==> src/rtl/pcap_replay_pacer_if.sv <==
// AXI4-Stream beat bundle shared by both sides of the pacer.
// The master drives the payload and tvalid. The slave drives tready.
interface pcap_replay_pacer_if #(
  parameter int unsigned DATA_W = 256,
  parameter int unsigned USER_W = 128
);
  localparam int unsigned STRB_W = DATA_W / 8;

  logic [DATA_W-1:0] tdata;
  logic [STRB_W-1:0] tstrb;
  logic [USER_W-1:0] tuser;
  logic              tvalid;
  logic              tready;
  logic              tlast;

  modport master (output tdata, tstrb, tuser, tvalid, tlast, input tready);
  modport slave  (input tdata, tstrb, tuser, tvalid, tlast, output tready);
endinterface

==> src/rtl/pcap_replay_pacer.sv <==
// Pacing stage for the pcap replay stream: one-beat output register, a programmable
// idle gap after each packet, an enable gate on packet starts, and an emitted-packet counter.
module pcap_replay_pacer #(
  parameter int unsigned C_M_AXIS_DATA_WIDTH  = 256,
  parameter int unsigned C_S_AXIS_DATA_WIDTH  = 256,
  parameter int unsigned C_M_AXIS_TUSER_WIDTH = 128,
  parameter int unsigned C_S_AXIS_TUSER_WIDTH = 128,
  parameter int unsigned DELAY_WIDTH          = 32,
  parameter int unsigned PKT_COUNT_WIDTH      = 32
) (
  input  logic                       axi_aclk,
  input  logic                       axi_aresetn,
  pcap_replay_pacer_if.slave         s_axis,
  pcap_replay_pacer_if.master        m_axis,
  input  logic                       sw_rst,
  input  logic                       enable,
  input  logic [DELAY_WIDTH-1:0]     ipg_cycles,
  output logic [PKT_COUNT_WIDTH-1:0] pkt_count,
  output logic                       gap_active
);

  localparam int unsigned M_STRB_W = C_M_AXIS_DATA_WIDTH / 8;
  localparam int unsigned S_STRB_W = C_S_AXIS_DATA_WIDTH / 8;

  localparam logic [0:0] ST_PASS = 1'b0;
  localparam logic [0:0] ST_GAP  = 1'b1;

  typedef struct packed {
    logic [C_M_AXIS_DATA_WIDTH-1:0]  data;
    logic [M_STRB_W-1:0]             strb;
    logic [C_M_AXIS_TUSER_WIDTH-1:0] user;
    logic                            last;
  } beat_t;

  logic                            rst_c;
  logic                            s_ready_c;
  logic                            in_hs_c;
  logic                            out_hs_c;
  logic [C_S_AXIS_DATA_WIDTH-1:0]  s_data_c;
  logic [S_STRB_W-1:0]             s_strb_c;
  logic [C_S_AXIS_TUSER_WIDTH-1:0] s_user_c;
  beat_t                           s_beat_c;

  logic [0:0]                 state_q,      state_d;
  logic [DELAY_WIDTH-1:0]     gap_cnt_q,    gap_cnt_d;
  logic                       gap_active_q, gap_active_d;
  logic                       in_pkt_q,     in_pkt_d;
  logic                       m_valid_q,    m_valid_d;
  beat_t                      beat_q,       beat_d;
  logic [PKT_COUNT_WIDTH-1:0] pkt_count_q,  pkt_count_d;

  // Slave payload, resized onto the master-side beat layout
  always_comb begin
    s_data_c      = s_axis.tdata;
    s_strb_c      = s_axis.tstrb;
    s_user_c      = s_axis.tuser;
    s_beat_c.data = C_M_AXIS_DATA_WIDTH'(s_data_c);
    s_beat_c.strb = M_STRB_W'(s_strb_c);
    s_beat_c.user = C_M_AXIS_TUSER_WIDTH'(s_user_c);
    s_beat_c.last = s_axis.tlast;
  end

  // A packet already in flight ignores enable; only its first beat is gated
  always_comb begin
    rst_c     = !axi_aresetn || sw_rst;
    s_ready_c = !rst_c && (state_q == ST_PASS) && (in_pkt_q || enable) &&
                (!m_valid_q || m_axis.tready);
    in_hs_c   = s_axis.tvalid && s_ready_c;
    out_hs_c  = m_valid_q && m_axis.tready;
  end

  // Next state: pacing FSM, packet tracking, output register and counter
  always_comb begin
    state_d      = state_q;
    gap_cnt_d    = gap_cnt_q;
    gap_active_d = gap_active_q;
    in_pkt_d     = in_pkt_q;
    m_valid_d    = m_valid_q;
    beat_d       = beat_q;
    pkt_count_d  = pkt_count_q;

    case (state_q)
      ST_PASS: begin
        if (in_hs_c && s_axis.tlast && (ipg_cycles != '0)) begin
          state_d      = ST_GAP;
          gap_cnt_d    = ipg_cycles;
          gap_active_d = 1'b1;
        end
      end
      ST_GAP: begin
        gap_cnt_d = gap_cnt_q - DELAY_WIDTH'(1);
        if (gap_cnt_q <= DELAY_WIDTH'(1)) begin
          state_d      = ST_PASS;
          gap_active_d = 1'b0;
        end
      end
      default: begin
        state_d      = ST_PASS;
        gap_active_d = 1'b0;
      end
    endcase

    if (in_hs_c) begin
      in_pkt_d = !s_axis.tlast;
    end

    // A new beat overwrites the register in the same cycle the old one leaves
    if (in_hs_c) begin
      beat_d    = s_beat_c;
      m_valid_d = 1'b1;
    end else if (out_hs_c) begin
      m_valid_d = 1'b0;
    end

    if (out_hs_c && beat_q.last) begin
      pkt_count_d = pkt_count_q + PKT_COUNT_WIDTH'(1);
    end
  end

  // State register; the software reset clears the same state as the bus reset
  always_ff @(posedge axi_aclk) begin
    if (rst_c) begin
      state_q      <= ST_PASS;
      gap_cnt_q    <= '0;
      gap_active_q <= 1'b0;
      in_pkt_q     <= 1'b0;
      m_valid_q    <= 1'b0;
      beat_q       <= '0;
      pkt_count_q  <= '0;
    end else begin
      state_q      <= state_d;
      gap_cnt_q    <= gap_cnt_d;
      gap_active_q <= gap_active_d;
      in_pkt_q     <= in_pkt_d;
      m_valid_q    <= m_valid_d;
      beat_q       <= beat_d;
      pkt_count_q  <= pkt_count_d;
    end
  end

  assign s_axis.tready = s_ready_c;
  assign m_axis.tvalid = m_valid_q;
  assign m_axis.tdata  = beat_q.data;
  assign m_axis.tstrb  = beat_q.strb;
  assign m_axis.tuser  = beat_q.user;
  assign m_axis.tlast  = beat_q.last;
  assign pkt_count     = pkt_count_q;
  assign gap_active    = gap_active_q;

endmodule

==> src/flat_wrapper.sv <==
// flat-port wrapper written by rule: the top's interface ports become plain ports
module pcap_replay_pacer_flat 
#(
  parameter int unsigned C_M_AXIS_DATA_WIDTH  = 256,
  parameter int unsigned C_S_AXIS_DATA_WIDTH  = 256,
  parameter int unsigned C_M_AXIS_TUSER_WIDTH = 128,
  parameter int unsigned C_S_AXIS_TUSER_WIDTH = 128,
  parameter int unsigned DELAY_WIDTH          = 32,
  parameter int unsigned PKT_COUNT_WIDTH      = 32
)
  (axi_aclk, axi_aresetn, sw_rst, enable, ipg_cycles, pkt_count, gap_active, s_axis_tdata, s_axis_tstrb, s_axis_tuser, s_axis_tvalid, s_axis_tlast, s_axis_tready, m_axis_tdata, m_axis_tstrb, m_axis_tuser, m_axis_tvalid, m_axis_tlast, m_axis_tready);
  pcap_replay_pacer_if #(.DATA_W((256)), .USER_W((128))) s_axis_i ();
  pcap_replay_pacer_if #(.DATA_W((256)), .USER_W((128))) m_axis_i ();
  input  logic axi_aclk;
  input  logic axi_aresetn;
  input  logic sw_rst;
  input  logic enable;
  input  logic [DELAY_WIDTH-1:0] ipg_cycles;
  output logic [PKT_COUNT_WIDTH-1:0] pkt_count;
  output logic gap_active;
  input wire logic [$bits(s_axis_i.tdata)-1:0] s_axis_tdata;
  input wire logic [$bits(s_axis_i.tstrb)-1:0] s_axis_tstrb;
  input wire logic [$bits(s_axis_i.tuser)-1:0] s_axis_tuser;
  input wire logic [$bits(s_axis_i.tvalid)-1:0] s_axis_tvalid;
  input wire logic [$bits(s_axis_i.tlast)-1:0] s_axis_tlast;
  output wire logic [$bits(s_axis_i.tready)-1:0] s_axis_tready;
  output wire logic [$bits(m_axis_i.tdata)-1:0] m_axis_tdata;
  output wire logic [$bits(m_axis_i.tstrb)-1:0] m_axis_tstrb;
  output wire logic [$bits(m_axis_i.tuser)-1:0] m_axis_tuser;
  output wire logic [$bits(m_axis_i.tvalid)-1:0] m_axis_tvalid;
  output wire logic [$bits(m_axis_i.tlast)-1:0] m_axis_tlast;
  input wire logic [$bits(m_axis_i.tready)-1:0] m_axis_tready;
  assign s_axis_i.tdata = s_axis_tdata;
  assign s_axis_i.tstrb = s_axis_tstrb;
  assign s_axis_i.tuser = s_axis_tuser;
  assign s_axis_i.tvalid = s_axis_tvalid;
  assign s_axis_i.tlast = s_axis_tlast;
  assign s_axis_tready = s_axis_i.tready;
  assign m_axis_tdata = m_axis_i.tdata;
  assign m_axis_tstrb = m_axis_i.tstrb;
  assign m_axis_tuser = m_axis_i.tuser;
  assign m_axis_tvalid = m_axis_i.tvalid;
  assign m_axis_tlast = m_axis_i.tlast;
  assign m_axis_i.tready = m_axis_tready;
  pcap_replay_pacer #(.C_M_AXIS_DATA_WIDTH(C_M_AXIS_DATA_WIDTH), .C_S_AXIS_DATA_WIDTH(C_S_AXIS_DATA_WIDTH), .C_M_AXIS_TUSER_WIDTH(C_M_AXIS_TUSER_WIDTH), .C_S_AXIS_TUSER_WIDTH(C_S_AXIS_TUSER_WIDTH), .DELAY_WIDTH(DELAY_WIDTH), .PKT_COUNT_WIDTH(PKT_COUNT_WIDTH)) u_core (.axi_aclk(axi_aclk), .axi_aresetn(axi_aresetn), .s_axis(s_axis_i), .m_axis(m_axis_i), .sw_rst(sw_rst), .enable(enable), .ipg_cycles(ipg_cycles), .pkt_count(pkt_count), .gap_active(gap_active));
endmodule
==> config.mk <==
export PLATFORM = sky130hd
export DESIGN_NAME = pcap_replay_pacer_flat
export DESIGN_NICKNAME = d
export VERILOG_FILES = /design/src/rtl/pcap_replay_pacer_if.sv /design/src/rtl/pcap_replay_pacer.sv /design/src/flat_wrapper.sv
export SDC_FILE = /design/constraint.sdc
export NUM_CORES = 1
export LEC_CHECK = 0
export ABC_AREA = 1
export BUFFER_PORTS_ARGS = -buffer_cell sky130_fd_sc_hd__buf_2
export CELL_PAD_IN_SITES_DETAIL_PLACEMENT = 1
export CELL_PAD_IN_SITES_GLOBAL_PLACEMENT = 2
export CORE_AREA = 2 2 357 359
export CTS_CLUSTER_DIAMETER = 50
export DETAILED_ROUTE_END_ITERATION = 8
export DIE_AREA = 0 0 359 361
export PLACE_DENSITY_LB_ADDON = 0.1
export SLEW_MARGIN = 10
export SYNTH_ARGS = -nofsm -noshare
export SYNTH_HDL_FRONTEND = slang
export SYNTH_SLANG_ARGS = --single-unit
==> constraint.sdc <==
create_clock -name axi_aclk -period 2.4 [get_ports axi_aclk]
set_input_delay 0.12 -clock axi_aclk [delete_from_list [all_inputs] [get_ports axi_aclk]]
set_output_delay 0.12 -clock axi_aclk [all_outputs]
set_load 0.005 [all_outputs]
==> flow_results.xml, run 1 <==
<?xml version="1.0" encoding="UTF-8"?>
<metrics>
  <group name="grt">
    <metric name="grt_first_pass_wirelength" unit="um">163000</metric>
    <metric name="groute.layer.met3.usage" unit="">0.0535</metric>
    <metric name="grt_antenna_before_repair" unit="">14</metric>
    <metric name="top_usage_layer" unit="">met2</metric>
    <metric name="overflow" unit="">0</metric>
    <metric name="grt_max_degree" unit="">87</metric>
    <metric name="track_usage" unit="">0.169</metric>
    <metric name="grt_use_met1" unit="">0.179</metric>
    <metric name="first_global_vias" unit="">23800</metric>
    <metric name="gr-usage-met2" unit="">0.310</metric>
  </group>
  <group name="synthesis">
    <metric name="yosys_warnings" unit="">0</metric>
    <metric name="ys_types" unit="">34</metric>
    <metric name="synthArstFlopShare" unit="">0</metric>
    <metric name="average_cell_area_after_synthesis" unit="sq um">7.29</metric>
    <metric name="edff_count_synth" unit="">0</metric>
    <metric name="seq_area_frac_synth" unit="">0.528</metric>
    <metric name="netlist_area" unit="sq mm">0.0184</metric>
    <metric name="synth_seq_cells" unit="">485</metric>
    <metric name="synthFlopType" unit="">dfxtp_1</metric>
    <metric name="synthesis.nets" unit="">2981</metric>
    <metric name="synth_cells" unit="">2523</metric>
  </group>
  <group name="die">
    <metric name="core_area" unit="sq mm">0.125</metric>
    <metric name="design.die.area" unit="sq mm">0.130</metric>
    <metric name="io_pins" unit="">907</metric>
    <metric name="die_width" unit="um">359</metric>
    <metric name="floorplan.rows" unit="">130</metric>
    <metric name="initial_utilization" unit="">0.147</metric>
    <metric name="die_height" unit="um">361</metric>
  </group>
  <group name="worst_setup_path">
    <metric name="r2r_slack" unit="ns">0.29</metric>
    <metric name="end_kind" unit="">flip-flop</metric>
    <metric name="worst_setup_path_start_kind" unit="">flip-flop</metric>
    <metric name="stage_delay_of_the_slowest_cell_on_the_critical_path" unit="ns">0.59</metric>
    <metric name="critical-path-top-cell-by-count" unit="">nor2_1</metric>
    <metric name="cp_slowest_cell" unit="">dlygate4sd3_1</metric>
    <metric name="type_of_the_setup_path_with_the_least_slack" unit="">reg2reg</metric>
    <metric name="critical_r2r_launch" unit="">u_core.m_axis.tvalid</metric>
    <metric name="critPathLaunch" unit="">u_core.m_axis.tvalid</metric>
    <metric name="critical_path_arrival" unit="ns">2.72</metric>
    <metric name="cp.required" unit="ns">3.01</metric>
    <metric name="critical_path.cell_chain" unit="">inv_1 -&gt; nor2_2 -&gt; nor2_1 -&gt; nand3_4 -&gt; buf_4 -&gt; o21ai_0 -&gt; dlygate4sd3_1 -&gt; nor2_1</metric>
    <metric name="timing.critical_path.fanout_max" unit="">36</metric>
  </group>
  <group name="power">
    <metric name="cell_internal_pwr" unit="mW">19.5</metric>
    <metric name="power_density" unit="mW/mm^2">774</metric>
    <metric name="power" unit="mW">25.8</metric>
    <metric name="combinationalPowerShare" unit="">0.081</metric>
    <metric name="p_leak" unit="nW">14.7</metric>
    <metric name="power_switching_share" unit="">0.243</metric>
    <metric name="total_switching_power" unit="mW">6.27</metric>
    <metric name="seq_power_share" unit="">0.319</metric>
    <metric name="pwr-share-clk" unit="">0.600</metric>
    <metric name="vdd.ir_drop.worst" unit="mV">0.527</metric>
  </group>
  <group name="clock_network">
    <metric name="cts_setup_buffers" unit="">0</metric>
    <metric name="cts-htree-levels" unit="">3</metric>
    <metric name="clk_root_buffer_cell" unit="">clkbuf_16</metric>
    <metric name="cts.path.max_buffers" unit="">3</metric>
    <metric name="tritoncts" unit="">built</metric>
    <metric name="clock-sinks" unit="">485</metric>
    <metric name="worst_skew_pair.late_latency" unit="ns">0.70</metric>
    <metric name="path_clk_slew" unit="ns">0.05</metric>
    <metric name="cts_inserted_buffers" unit="">102</metric>
  </group>
  <group name="final_layout">
    <metric name="n_fill_cell" unit="">15100</metric>
    <metric name="layout-area-overhead-vs-synth" unit="%">81.2</metric>
    <metric name="finish.net_count" unit="">4345</metric>
    <metric name="register_area" unit="sq mm">0.00971</metric>
    <metric name="multi_input_comb_area" unit="sq mm">0.00763</metric>
    <metric name="drive_gt1_frac" unit="">0.290</metric>
  </group>
  <group name="hold_path">
    <metric name="timing.hold.worst.start" unit="">sw_rst</metric>
    <metric name="worst_hold_path_type" unit="">in2reg</metric>
  </group>
  <group name="sta">
    <metric name="max_slew_margin" unit="">0.535</metric>
    <metric name="layout_worst_path_cycle_share" unit="">0.880</metric>
    <metric name="worst_pin_slew" unit="ns">0.691</metric>
    <metric name="rsz0062_at_grt" unit="">no</metric>
    <metric name="hold_viol_final" unit="">0</metric>
    <metric name="period_needed" unit="ns">2.11</metric>
    <metric name="timing.final.max_slew_violations" unit="">0</metric>
    <metric name="setup_total_negative_slack" unit="ns">0</metric>
    <metric name="clock-skew-final" unit="ns">0.0309</metric>
    <metric name="setup_viol" unit="">0</metric>
    <metric name="max_freq" unit="GHz">0.473</metric>
  </group>
  <group name="placed_design">
    <metric name="dp_hpwl" unit="um">85600</metric>
    <metric name="routabilityCongestion" unit="">0.820</metric>
    <metric name="numPortBuffers" unit="">906</metric>
  </group>
  <group name="routing">
    <metric name="drt_first_iter_violations" unit="">855</metric>
    <metric name="route.antenna.remaining_nets" unit="">0</metric>
    <metric name="drc" unit="">0</metric>
    <metric name="routed_wirelength" unit="um">112000</metric>
    <metric name="tritonroute_pass_1_iters" unit="">5</metric>
    <metric name="route.detailed.vias_per_inst" unit="">3.94</metric>
    <metric name="wire_per_inst" unit="um">19.9</metric>
    <metric name="vias" unit="">22200</metric>
  </group>
  <group name="outcome">
    <metric name="run_status" unit="">completed</metric>
  </group>
  <group name="job">
    <metric name="maxCapViolations" unit="">0</metric>
  </group>
</metrics>
[power by group through the flow]
stage	sequential, mW	clock [mW]	combinational [mW]
after CTS	8.23	16.0	2.14
after detailed placement	8.40	0	1.45
after global routing	8.24	16.4	2.33
final	8.24	15.5	2.09
after floorplan	8.40	0	0.601
after global placement	8.39	0	1.43
[layout make-up]
| class | count | area share |
|---|---|---|
| Timing Repair Buffer | 1416 | 0.293 |
| Sequential cell | 485 | 0.291 |
| Multi-Input combinational cell | 1782 | 0.229 |
| Clock buffer | 124 | 0.0839 |
| Tap cell | 1650 | 0.0620 |
| Clock inverter | 65 | 0.0282 |
| Inverter | 100 | 0.0117 |
| Antenna cell | 12 | 0.000901 |
[placed cells by master (no fill, tap or decap), types with 2 or more instances in the layout]
cell type | Yosys | final
o21ai_0 | 448 | 448
nor2_4 | 4 | 4
nand3_1 | 77 | 77
inv_8 | 0 | 2
nand3_2 | 4 | 3
o21a_1 | 4 | 4
inv_6 | 0 | 7
nand3b_1 | 2 | 2
buf_2 | 25 | 906
clkbuf_1 | 117 | 7
clkinv_8 | 0 | 2
diode_2 | 0 | 12
dfxtp_1 | 485 | 485
and3_1 | 2 | 2
ha_1 | 3 | 3
nor2_1 | 962 | 962
a21oi_1 | 45 | 45
clkinv_16 | 0 | 2
clkinvlp_4 | 0 | 9
clkbuf_16 | 0 | 103
buf_12 | 0 | 18
inv_1 | 99 | 98
o21bai_1 | 2 | 2
nor3b_1 | 2 | 2
buf_4 | 6 | 26
nor2_2 | 3 | 3
bufinv_16 | 0 | 18
nor4_1 | 4 | 4
dlygate4sd3_1 | 0 | 466
clkinv_4 | 0 | 11
clkinv_2 | 0 | 16
nand2_1 | 194 | 194
nand2_2 | 2 | 2
nor3_1 | 8 | 8
o211a_1 | 2 | 2
nand4_1 | 6 | 6
clkbuf_8 | 2 | 14
xor2_1 | 2 | 2
[worst max-delay path, delay by kind of cell, from the launching register on]
| kind | cells | cell delay [ns] |
|---|---|---|
| AND/OR/NAND/NOR | 4 | 0.47 |
| buffers and inverters | 3 | 1.05 |
| flip-flops | 1 | 0.36 |
| AO/OA/AOI/OAI | 1 | 0.14 |
[repair_timing]
| item | in CTS | in global routing |
|---|---|---|
| hold buffers | 466 | 0 |
| hold endpoints to repair | 466 | 0 |
| resized for setup | 0 | 0 |
[stage by stage]
step | instance area, sq um | std cells | utilization | setup slack, ns | hold WS [ns]
finish | 33300 | 5634 | 0.266 | 0.288 | 0.130
global route | 33300 | 5630 | 0.266 | 0.135 | 0.137
floorplan | 18400 | 2523 | - | 0.817 | 0.255
global placement | 24900 | 4967 | 0.198 | 0.454 | 0.370
CTS | 33300 | 5622 | 0.265 | 0.315 | 0.0695
detailed placement | 24900 | 4967 | 0.198 | 0.437 | 0.377
[final timing paths]
| check | end | cells after the start |
|---|---|---|
| setup / recovery | u_core.m_axis.tdata[5] | 8 |
| hold / removal | u_core.in_pkt_q | 7 |
| setup reg to reg | u_core.m_axis.tdata[5] | 8 |
| hold reg to reg | u_core.m_axis.tdata[132] | 2 |
[registers in the layout (all words and copies together) (netlist names)]
register,count
u_core.pkt_count,32
u_core.gap_active,1
u_core.gap_cnt_q,32
u_core.m_axis.tuser,128
u_core.m_axis.tdata,256
u_core.in_pkt_q,1
u_core.state_q,1
u_core.m_axis.tlast,1
u_core.m_axis.tstrb,32
u_core.m_axis.tvalid,1
[synth_stat cells, types with 3 or more instances]
master,number,share of area
nand2_1,194,0.040
nor2_4,4,0.0025
o21ai_0,448,0.12
buf_1,3,0.00061
a21oi_1,45,0.012
inv_1,99,0.020
buf_4,6,0.0025
ha_1,3,0.0020
o21a_1,4,0.0016
nand3_1,77,0.021
dfxtp_1,485,0.53
nor4_1,4,0.0014
buf_6,3,0.0018
nand4_1,6,0.0020
nor3_1,8,0.0022
buf_2,25,0.0068
nand3_2,4,0.0022
nor2_2,3,0.0010
nor2_1,962,0.20
clkbuf_1,117,0.024
[metal layers]
metal,vias up,share of wire
met4,0,0.031
met3,166,0.071
met5,-,0
li1,10800,-
met2,669,0.51
met1,10500,0.38
[kinds of logic (layout without fill, tap and decap cells)]
kind of cell,Yosys count,count (layout),share of synthesized area
simple gates,1272,1272,0.272
buf+inv,256,1705,0.0575
compound gates,505,505,0.139
fa+ha+maj,3,3,0.00204
xor+xnor,2,2,0.000953
other cells,0,12,0
flops,485,485,0.528
Note: power is estimated with default switching activity, not from simulation.
==> run 2, diff against run 1 <==
--- a/config.mk
+++ b/config.mk
@@ -5,14 +5,14 @@
 export SDC_FILE = /design/constraint.sdc
 export NUM_CORES = 1
 export LEC_CHECK = 0
-export ABC_AREA = 1
+export ABC_CLOCK_PERIOD_IN_PS = 2400
 export BUFFER_PORTS_ARGS = -buffer_cell sky130_fd_sc_hd__buf_2
 export CELL_PAD_IN_SITES_DETAIL_PLACEMENT = 1
 export CELL_PAD_IN_SITES_GLOBAL_PLACEMENT = 2
-export CORE_AREA = 2 2 357 359
+export CORE_AREA = 2 2 354 356
 export CTS_CLUSTER_DIAMETER = 50
 export DETAILED_ROUTE_END_ITERATION = 8
-export DIE_AREA = 0 0 359 361
+export DIE_AREA = 0 0 356 358
 export PLACE_DENSITY_LB_ADDON = 0.1
 export SLEW_MARGIN = 10
 export SYNTH_ARGS = -nofsm -noshare
==> flow_results.xml, run 2 <==
<?xml version="1.0" encoding="UTF-8"?>
<metrics>
  <group name="power">
    <metric name="p_leak" unit="nW">13.6</metric>
    <metric name="vdd.ir_drop.worst" unit="mV">0.549</metric>
    <metric name="power_density" unit="mW/mm^2">789</metric>
  </group>
  <group name="clock_network">
    <metric name="worst_skew_pair.late_latency" unit="ns">0.70</metric>
    <metric name="post_cts.resized_instances" unit="">0</metric>
    <metric name="path_clk_slew" unit="ns">0.05</metric>
    <metric name="cts_setup_buffers" unit="">0</metric>
    <metric name="cts-hold-fix-buffers" unit="">453</metric>
    <metric name="clock-sinks" unit="">485</metric>
    <metric name="tritoncts" unit="">built</metric>
    <metric name="cts_inserted_buffers" unit="">105</metric>
    <metric name="cts.path.max_buffers" unit="">3</metric>
    <metric name="cts-htree-levels" unit="">3</metric>
    <metric name="clk_root_buffer_cell" unit="">clkbuf_16</metric>
  </group>
  <group name="grt">
    <metric name="gr-usage-met2" unit="">0.273</metric>
    <metric name="grt_use_met1" unit="">0.176</metric>
    <metric name="top_usage_layer" unit="">met2</metric>
    <metric name="groute.layer.met3.usage" unit="">0.0579</metric>
    <metric name="track_usage" unit="">0.157</metric>
    <metric name="grt_antenna_before_repair" unit="">16</metric>
    <metric name="grt_first_pass_wirelength" unit="um">150000</metric>
    <metric name="overflow" unit="">0</metric>
    <metric name="first_global_vias" unit="">22200</metric>
    <metric name="grt_max_degree" unit="">134</metric>
  </group>
  <group name="synthesis">
    <metric name="netlist_area" unit="sq mm">0.0177</metric>
    <metric name="post_synth_main_area_contributors" unit="">dfxtp_1 55%, nand2_1 18%, a21oi_1 13%</metric>
    <metric name="ys_types" unit="">55</metric>
    <metric name="synthFlopType" unit="">dfxtp_1</metric>
    <metric name="edff_count_synth" unit="">0</metric>
    <metric name="synth_cells" unit="">2234</metric>
    <metric name="synthesis.nets" unit="">2692</metric>
    <metric name="average_cell_area_after_synthesis" unit="sq um">7.92</metric>
    <metric name="seq_area_frac_synth" unit="">0.549</metric>
    <metric name="yosys_warnings" unit="">0</metric>
    <metric name="synth.top_cell.area_share" unit="">0.549</metric>
    <metric name="synth_seq_cells" unit="">485</metric>
    <metric name="synthMostInstantiatedCell" unit="">nand2_1</metric>
    <metric name="synth_top_area_cell" unit="">dfxtp_1</metric>
    <metric name="synthArstFlopShare" unit="">0</metric>
    <metric name="top_cell_types_by_occurrence_after_synthesis" unit="">868 x nand2_1, 485 x dfxtp_1, 451 x a21oi_1</metric>
  </group>
  <group name="sta">
    <metric name="setup_viol" unit="">0</metric>
    <metric name="timing.final.max_slew_violations" unit="">0</metric>
    <metric name="hold_ws" unit="ns">0.100</metric>
    <metric name="max_slew_margin" unit="">0.484</metric>
    <metric name="worst_pin_slew" unit="ns">0.774</metric>
    <metric name="hold_viol_final" unit="">0</metric>
    <metric name="max_freq" unit="GHz">0.477</metric>
    <metric name="finalWorstSetupSlack" unit="ns">0.302</metric>
    <metric name="period_needed" unit="ns">2.10</metric>
    <metric name="setup_total_negative_slack" unit="ns">0</metric>
    <metric name="rsz0062_at_grt" unit="">no</metric>
    <metric name="clock-skew-final" unit="ns">0.0257</metric>
    <metric name="layout_worst_path_cycle_share" unit="">0.874</metric>
  </group>
  <group name="die">
    <metric name="design.die.area" unit="sq mm">0.127</metric>
    <metric name="die_width" unit="um">356</metric>
    <metric name="initial_utilization" unit="">0.143</metric>
    <metric name="die_height" unit="um">358</metric>
    <metric name="core_area" unit="sq mm">0.123</metric>
    <metric name="floorplan.rows" unit="">129</metric>
    <metric name="io_pins" unit="">907</metric>
  </group>
  <group name="placed_design">
    <metric name="pre_cts_ws" unit="ns">0.275</metric>
    <metric name="numPortBuffers" unit="">906</metric>
    <metric name="routabilityCongestion" unit="">0.808</metric>
    <metric name="dp_hpwl" unit="um">78300</metric>
    <metric name="placedCellCount" unit="">4668</metric>
    <metric name="placed_cell_area" unit="sq mm">0.0243</metric>
  </group>
  <group name="worst_setup_path">
    <metric name="timing.critical_path.fanout_max" unit="">7</metric>
    <metric name="type_of_the_setup_path_with_the_least_slack" unit="">reg2reg</metric>
    <metric name="end_kind" unit="">flip-flop</metric>
    <metric name="critical_path_arrival" unit="ns">2.65</metric>
    <metric name="cp.required" unit="ns">2.95</metric>
    <metric name="worst_setup_path_start_kind" unit="">flip-flop</metric>
  </group>
  <group name="routing">
    <metric name="wire_per_inst" unit="um">19.6</metric>
    <metric name="tritonroute_pass_1_iters" unit="">5</metric>
    <metric name="routed_wirelength" unit="um">104000</metric>
    <metric name="route.detailed.vias_per_inst" unit="">3.94</metric>
    <metric name="drc" unit="">0</metric>
    <metric name="vias" unit="">21000</metric>
    <metric name="drt_first_iter_violations" unit="">781</metric>
    <metric name="route.antenna.remaining_nets" unit="">0</metric>
  </group>
  <group name="final_layout">
    <metric name="n_fill_cell" unit="">14700</metric>
    <metric name="layout_common_cells" unit="">906 x buf_2, 868 x nand2_1, 485 x dfxtp_1, 453 x dlygate4sd3_1, 451 x a21oi_1</metric>
    <metric name="finalInstanceArea" unit="sq mm">0.0327</metric>
    <metric name="register_area" unit="sq mm">0.00971</metric>
    <metric name="drive_gt1_frac" unit="">0.316</metric>
    <metric name="final_cell_count_without_fillers" unit="">5330</metric>
    <metric name="largest_reg_flops" unit="">256</metric>
    <metric name="multi_input_comb_area" unit="sq mm">0.00735</metric>
    <metric name="mostFrequentLayoutCell" unit="">buf_2</metric>
    <metric name="layout-area-overhead-vs-synth" unit="%">84.9</metric>
    <metric name="finish.net_count" unit="">4049</metric>
  </group>
  <group name="hold_path">
    <metric name="worst_hold_path_type" unit="">in2reg</metric>
  </group>
  <group name="outcome">
    <metric name="run_status" unit="">completed</metric>
  </group>
  <group name="job">
    <metric name="maxCapViolations" unit="">0</metric>
  </group>
</metrics>
[run 2: area by class of cell]
cell class | count | share of cell area
clock inverter | 57 | 0.0274
sequential | 485 | 0.297
inverter | 7 | 0.000803
multi-input combinational | 1584 | 0.225
timing repair buffer | 1408 | 0.296
antenna | 13 | 0.000994
clock buffer | 139 | 0.0907
tap | 1637 | 0.0626
[run 2: cells by family after synthesis]
group	share of synthesized area
and+or+nand+nor	0.244
AOI/OAI and AO/OA	0.155
DFF	0.549
buffers and inverters	0.0362
xor gates and xnor gates	0.0124
muxes	0.00170
adders and majority gates	0.00212
[run 2: path summary, 6_finish.rpt]
path	from	endpoint	slack, ns	depth (start not counted)
worst max register to register	u_core.state_q	u_core.gap_cnt_q[19]	0.30	5
worst min-delay path	s_axis_tvalid	u_core.m_axis.tvalid	0.10	4
worst max-delay path	u_core.state_q	u_core.gap_cnt_q[19]	0.30	5
worst min register to register	u_core.m_axis.tdata[35]	u_core.m_axis.tdata[35]	0.45	2
[run 2: stage by stage]
step | util | power [mW]
finish | 0.265 | 25.8
global route | 0.265 | 27.0
CTS | 0.265 | 26.4
detailed placement | 0.197 | 9.44
global placement | 0.197 | 9.43
floorplan | - | 8.70
[run 2: worst max-delay path, cell delays in order, from the launching register on]
cell	delay [ns]
dfxtp_1	0.48
or3b_2	0.56
nor4_4	0.27
nand3_1	0.25
o311ai_2	0.32
a21oi_2	0.09
[run 2: routing by layer]
metal / part of all wire / up-vias
li1: - / 10200
met1: 0.39 / 9999
met2: 0.49 / 683
met3: 0.083 / 164
met4: 0.030 / 2
met5: 0.00012 / -
[run 2: where the power goes]
group          switching (mW)  internal (mW)
Combinational           0.782          0.936
Sequential             0.0366           8.14
Clock                    5.05           10.9
==> run 3, diff against run 2 <==
--- a/config.mk
+++ b/config.mk
@@ -13,7 +13,8 @@
 export CTS_CLUSTER_DIAMETER = 50
 export DETAILED_ROUTE_END_ITERATION = 8
 export DIE_AREA = 0 0 356 358
-export PLACE_DENSITY_LB_ADDON = 0.1
+export PLACE_DENSITY = 0.63
+export RECOVER_POWER = 100
 export SLEW_MARGIN = 10
 export SYNTH_ARGS = -nofsm -noshare
 export SYNTH_HDL_FRONTEND = slang
==> flow_results.xml, run 3 (synthesis results as in run 2) <==
<?xml version="1.0" encoding="UTF-8"?>
<metrics>
  <group name="routing">
    <metric name="drc" unit="">0</metric>
    <metric name="wire_per_inst" unit="um">19.1</metric>
    <metric name="tritonroute_pass_1_iters" unit="">4</metric>
    <metric name="vias" unit="">21200</metric>
    <metric name="route.detailed.vias_per_inst" unit="">3.97</metric>
    <metric name="route.antenna.remaining_nets" unit="">0</metric>
    <metric name="routed_wirelength" unit="um">102000</metric>
    <metric name="drt_first_iter_violations" unit="">1022</metric>
  </group>
  <group name="placed_design">
    <metric name="placedCellCount" unit="">4693</metric>
    <metric name="dp_hpwl" unit="um">75400</metric>
    <metric name="numPortBuffers" unit="">906</metric>
    <metric name="routabilityCongestion" unit="">0.857</metric>
    <metric name="pre_cts_ws" unit="ns">0.256</metric>
  </group>
  <group name="clock_network">
    <metric name="clock-sinks" unit="">485</metric>
    <metric name="cts-htree-levels" unit="">3</metric>
    <metric name="cts.path.max_buffers" unit="">3</metric>
    <metric name="tritoncts" unit="">built</metric>
    <metric name="cts_inserted_buffers" unit="">86</metric>
    <metric name="path_clk_slew" unit="ns">0.05</metric>
    <metric name="worst_skew_pair.late_latency" unit="ns">0.65</metric>
    <metric name="clk_root_buffer_cell" unit="">clkbuf_16</metric>
  </group>
  <group name="sta">
    <metric name="setup_viol" unit="">0</metric>
    <metric name="period_needed" unit="ns">2.34</metric>
    <metric name="rsz0062_at_grt" unit="">no</metric>
    <metric name="setup_total_negative_slack" unit="ns">0</metric>
    <metric name="max_slew_margin" unit="">0.440</metric>
    <metric name="hold_viol_final" unit="">0</metric>
    <metric name="worst_pin_slew" unit="ns">0.840</metric>
    <metric name="timing.final.max_slew_violations" unit="">0</metric>
    <metric name="max_freq" unit="GHz">0.427</metric>
    <metric name="finalWorstSetupSlack" unit="ns">0.0579</metric>
    <metric name="clock-skew-final" unit="ns">0.0293</metric>
    <metric name="layout_worst_path_cycle_share" unit="">0.976</metric>
  </group>
  <group name="power">
    <metric name="p_leak" unit="nW">11.6</metric>
    <metric name="vdd.ir_drop.worst" unit="mV">0.464</metric>
    <metric name="power_density" unit="mW/mm^2">737</metric>
  </group>
  <group name="die">
    <metric name="io_pins" unit="">907</metric>
    <metric name="core_area" unit="sq mm">0.123</metric>
    <metric name="design.die.area" unit="sq mm">0.127</metric>
    <metric name="die_width" unit="um">356</metric>
    <metric name="die_height" unit="um">358</metric>
    <metric name="floorplan.rows" unit="">129</metric>
    <metric name="initial_utilization" unit="">0.143</metric>
  </group>
  <group name="final_layout">
    <metric name="drive_gt1_frac" unit="">0.201</metric>
    <metric name="layout_common_cells" unit="">868 x nand2_1, 497 x buf_2, 485 x dfxtp_1, 459 x dlygate4sd3_1, 451 x a21oi_1</metric>
    <metric name="mostFrequentLayoutCell" unit="">nand2_1</metric>
    <metric name="layout-area-overhead-vs-synth" unit="%">79.1</metric>
    <metric name="largest_reg_flops" unit="">256</metric>
    <metric name="final_util" unit="">0.257</metric>
    <metric name="final_cell_count_without_fillers" unit="">5327</metric>
    <metric name="finish.net_count" unit="">4070</metric>
  </group>
  <group name="worst_setup_path">
    <metric name="critical_path_arrival" unit="ns">2.91</metric>
    <metric name="end_kind" unit="">flip-flop</metric>
    <metric name="type_of_the_setup_path_with_the_least_slack" unit="">in2reg</metric>
    <metric name="timing.critical_path.fanout_max" unit="">24</metric>
    <metric name="worst_setup_path_start_kind" unit="">input port</metric>
    <metric name="cp.required" unit="ns">2.97</metric>
  </group>
  <group name="grt">
    <metric name="first_global_vias" unit="">21900</metric>
    <metric name="track_usage" unit="">0.148</metric>
    <metric name="grt_antenna_before_repair" unit="">14</metric>
    <metric name="grt_first_pass_wirelength" unit="um">142000</metric>
    <metric name="overflow" unit="">0</metric>
    <metric name="grt_max_degree" unit="">92</metric>
  </group>
  <group name="job">
    <metric name="maxCapViolations" unit="">0</metric>
  </group>
  <group name="hold_path">
    <metric name="worst_hold_path_type" unit="">in2reg</metric>
  </group>
  <group name="outcome">
    <metric name="run_status" unit="">completed</metric>
  </group>
</metrics>
[run 3: changes by cell type in the layout (fill, tap and decap cells not counted), sizes merged]
cell and change:
buf -404, clkbuf +404, inv +9, bufinv -6, clkinv -6, diode -6, dlygate4sd3 +6
[run 3: stage by stage]
step / hold WS [ns] / power, mW / cell area (sq um)
2_1_floorplan: 0.256 / 8.70 / 17700
3_3_place_gp: 0.361 / 9.49 / 24600
3_5_place_dp: 0.366 / 9.49 / 24600
4_1_cts: 0.00290 / 23.8 / 32300
5_1_grt: 0.0308 / 24.3 / 31700
6_report: 0.0646 / 23.4 / 31700
[run 3: path summary, 6_finish.rpt]
| check | end | from | slack [ns] | cells past startpoint |
|---|---|---|---|---|
| worst min-delay path | u_core.state_q | sw_rst | 0.06 | 5 |
| worst max register to register | u_core.m_axis.tuser[124] | u_core.state_q | 0.12 | 6 |
| worst max-delay path | u_core.gap_cnt_q[14] | ipg_cycles[22] | 0.06 | 10 |
| worst min register to register | u_core.m_axis.tdata[71] | u_core.m_axis.tdata[71] | 0.45 | 2 |
[run 3: final cells by class]
type | instances | area [sq um]
Antenna cell | 7 | 17.5
Clock buffer | 105 | 2330
Clock inverter | 54 | 827
Fill cell | 15000 | 91600
Inverter | 7 | 26.3
Multi-Input combinational cell | 1584 | 7340
Sequential cell | 485 | 9710
Tap cell | 1637 | 2050
Timing Repair Buffer | 1448 | 9400
[run 3: what timing repair did]
action	4_1_cts	5_1_grt
setup endpoints to repair	0	8
resized for setup	0	7
buffers inserted	0	7
hold buffers	459	0
hold endpoints to repair	453	0
[run 3: power by group]
| group | total, mW | internal, mW | switching, mW |
|---|---|---|---|
| clock network | 13.5 | 8.65 | 4.80 |
| logic | 1.76 | 0.932 | 0.824 |
| registers | 8.16 | 8.13 | 0.0385 |
| total | 23.4 | 17.7 | 5.67 |
[run 3: worst max-delay path: stages]
cell and delay [ns]:
dlygate4sd3_1 0.53, buf_2 0.13, nor4_1 0.44, nand4_1 0.16
buf_4 0.20, o211ai_4 0.30, buf_12 0.22, o21ai_0 0.09
dlygate4sd3_1 0.58, a21oi_1 0.12
[run 3: per-layer routing]
layer  track usage  vias up  share of wire  wire length [um]
met2         0.239      680           0.46             47100
met4        0.0531       10          0.029              2920
met5             0        -        0.00067                68
li1              -    10200              -                 -
met3        0.0493      176          0.074              7490
met1         0.184    10100           0.43             44200
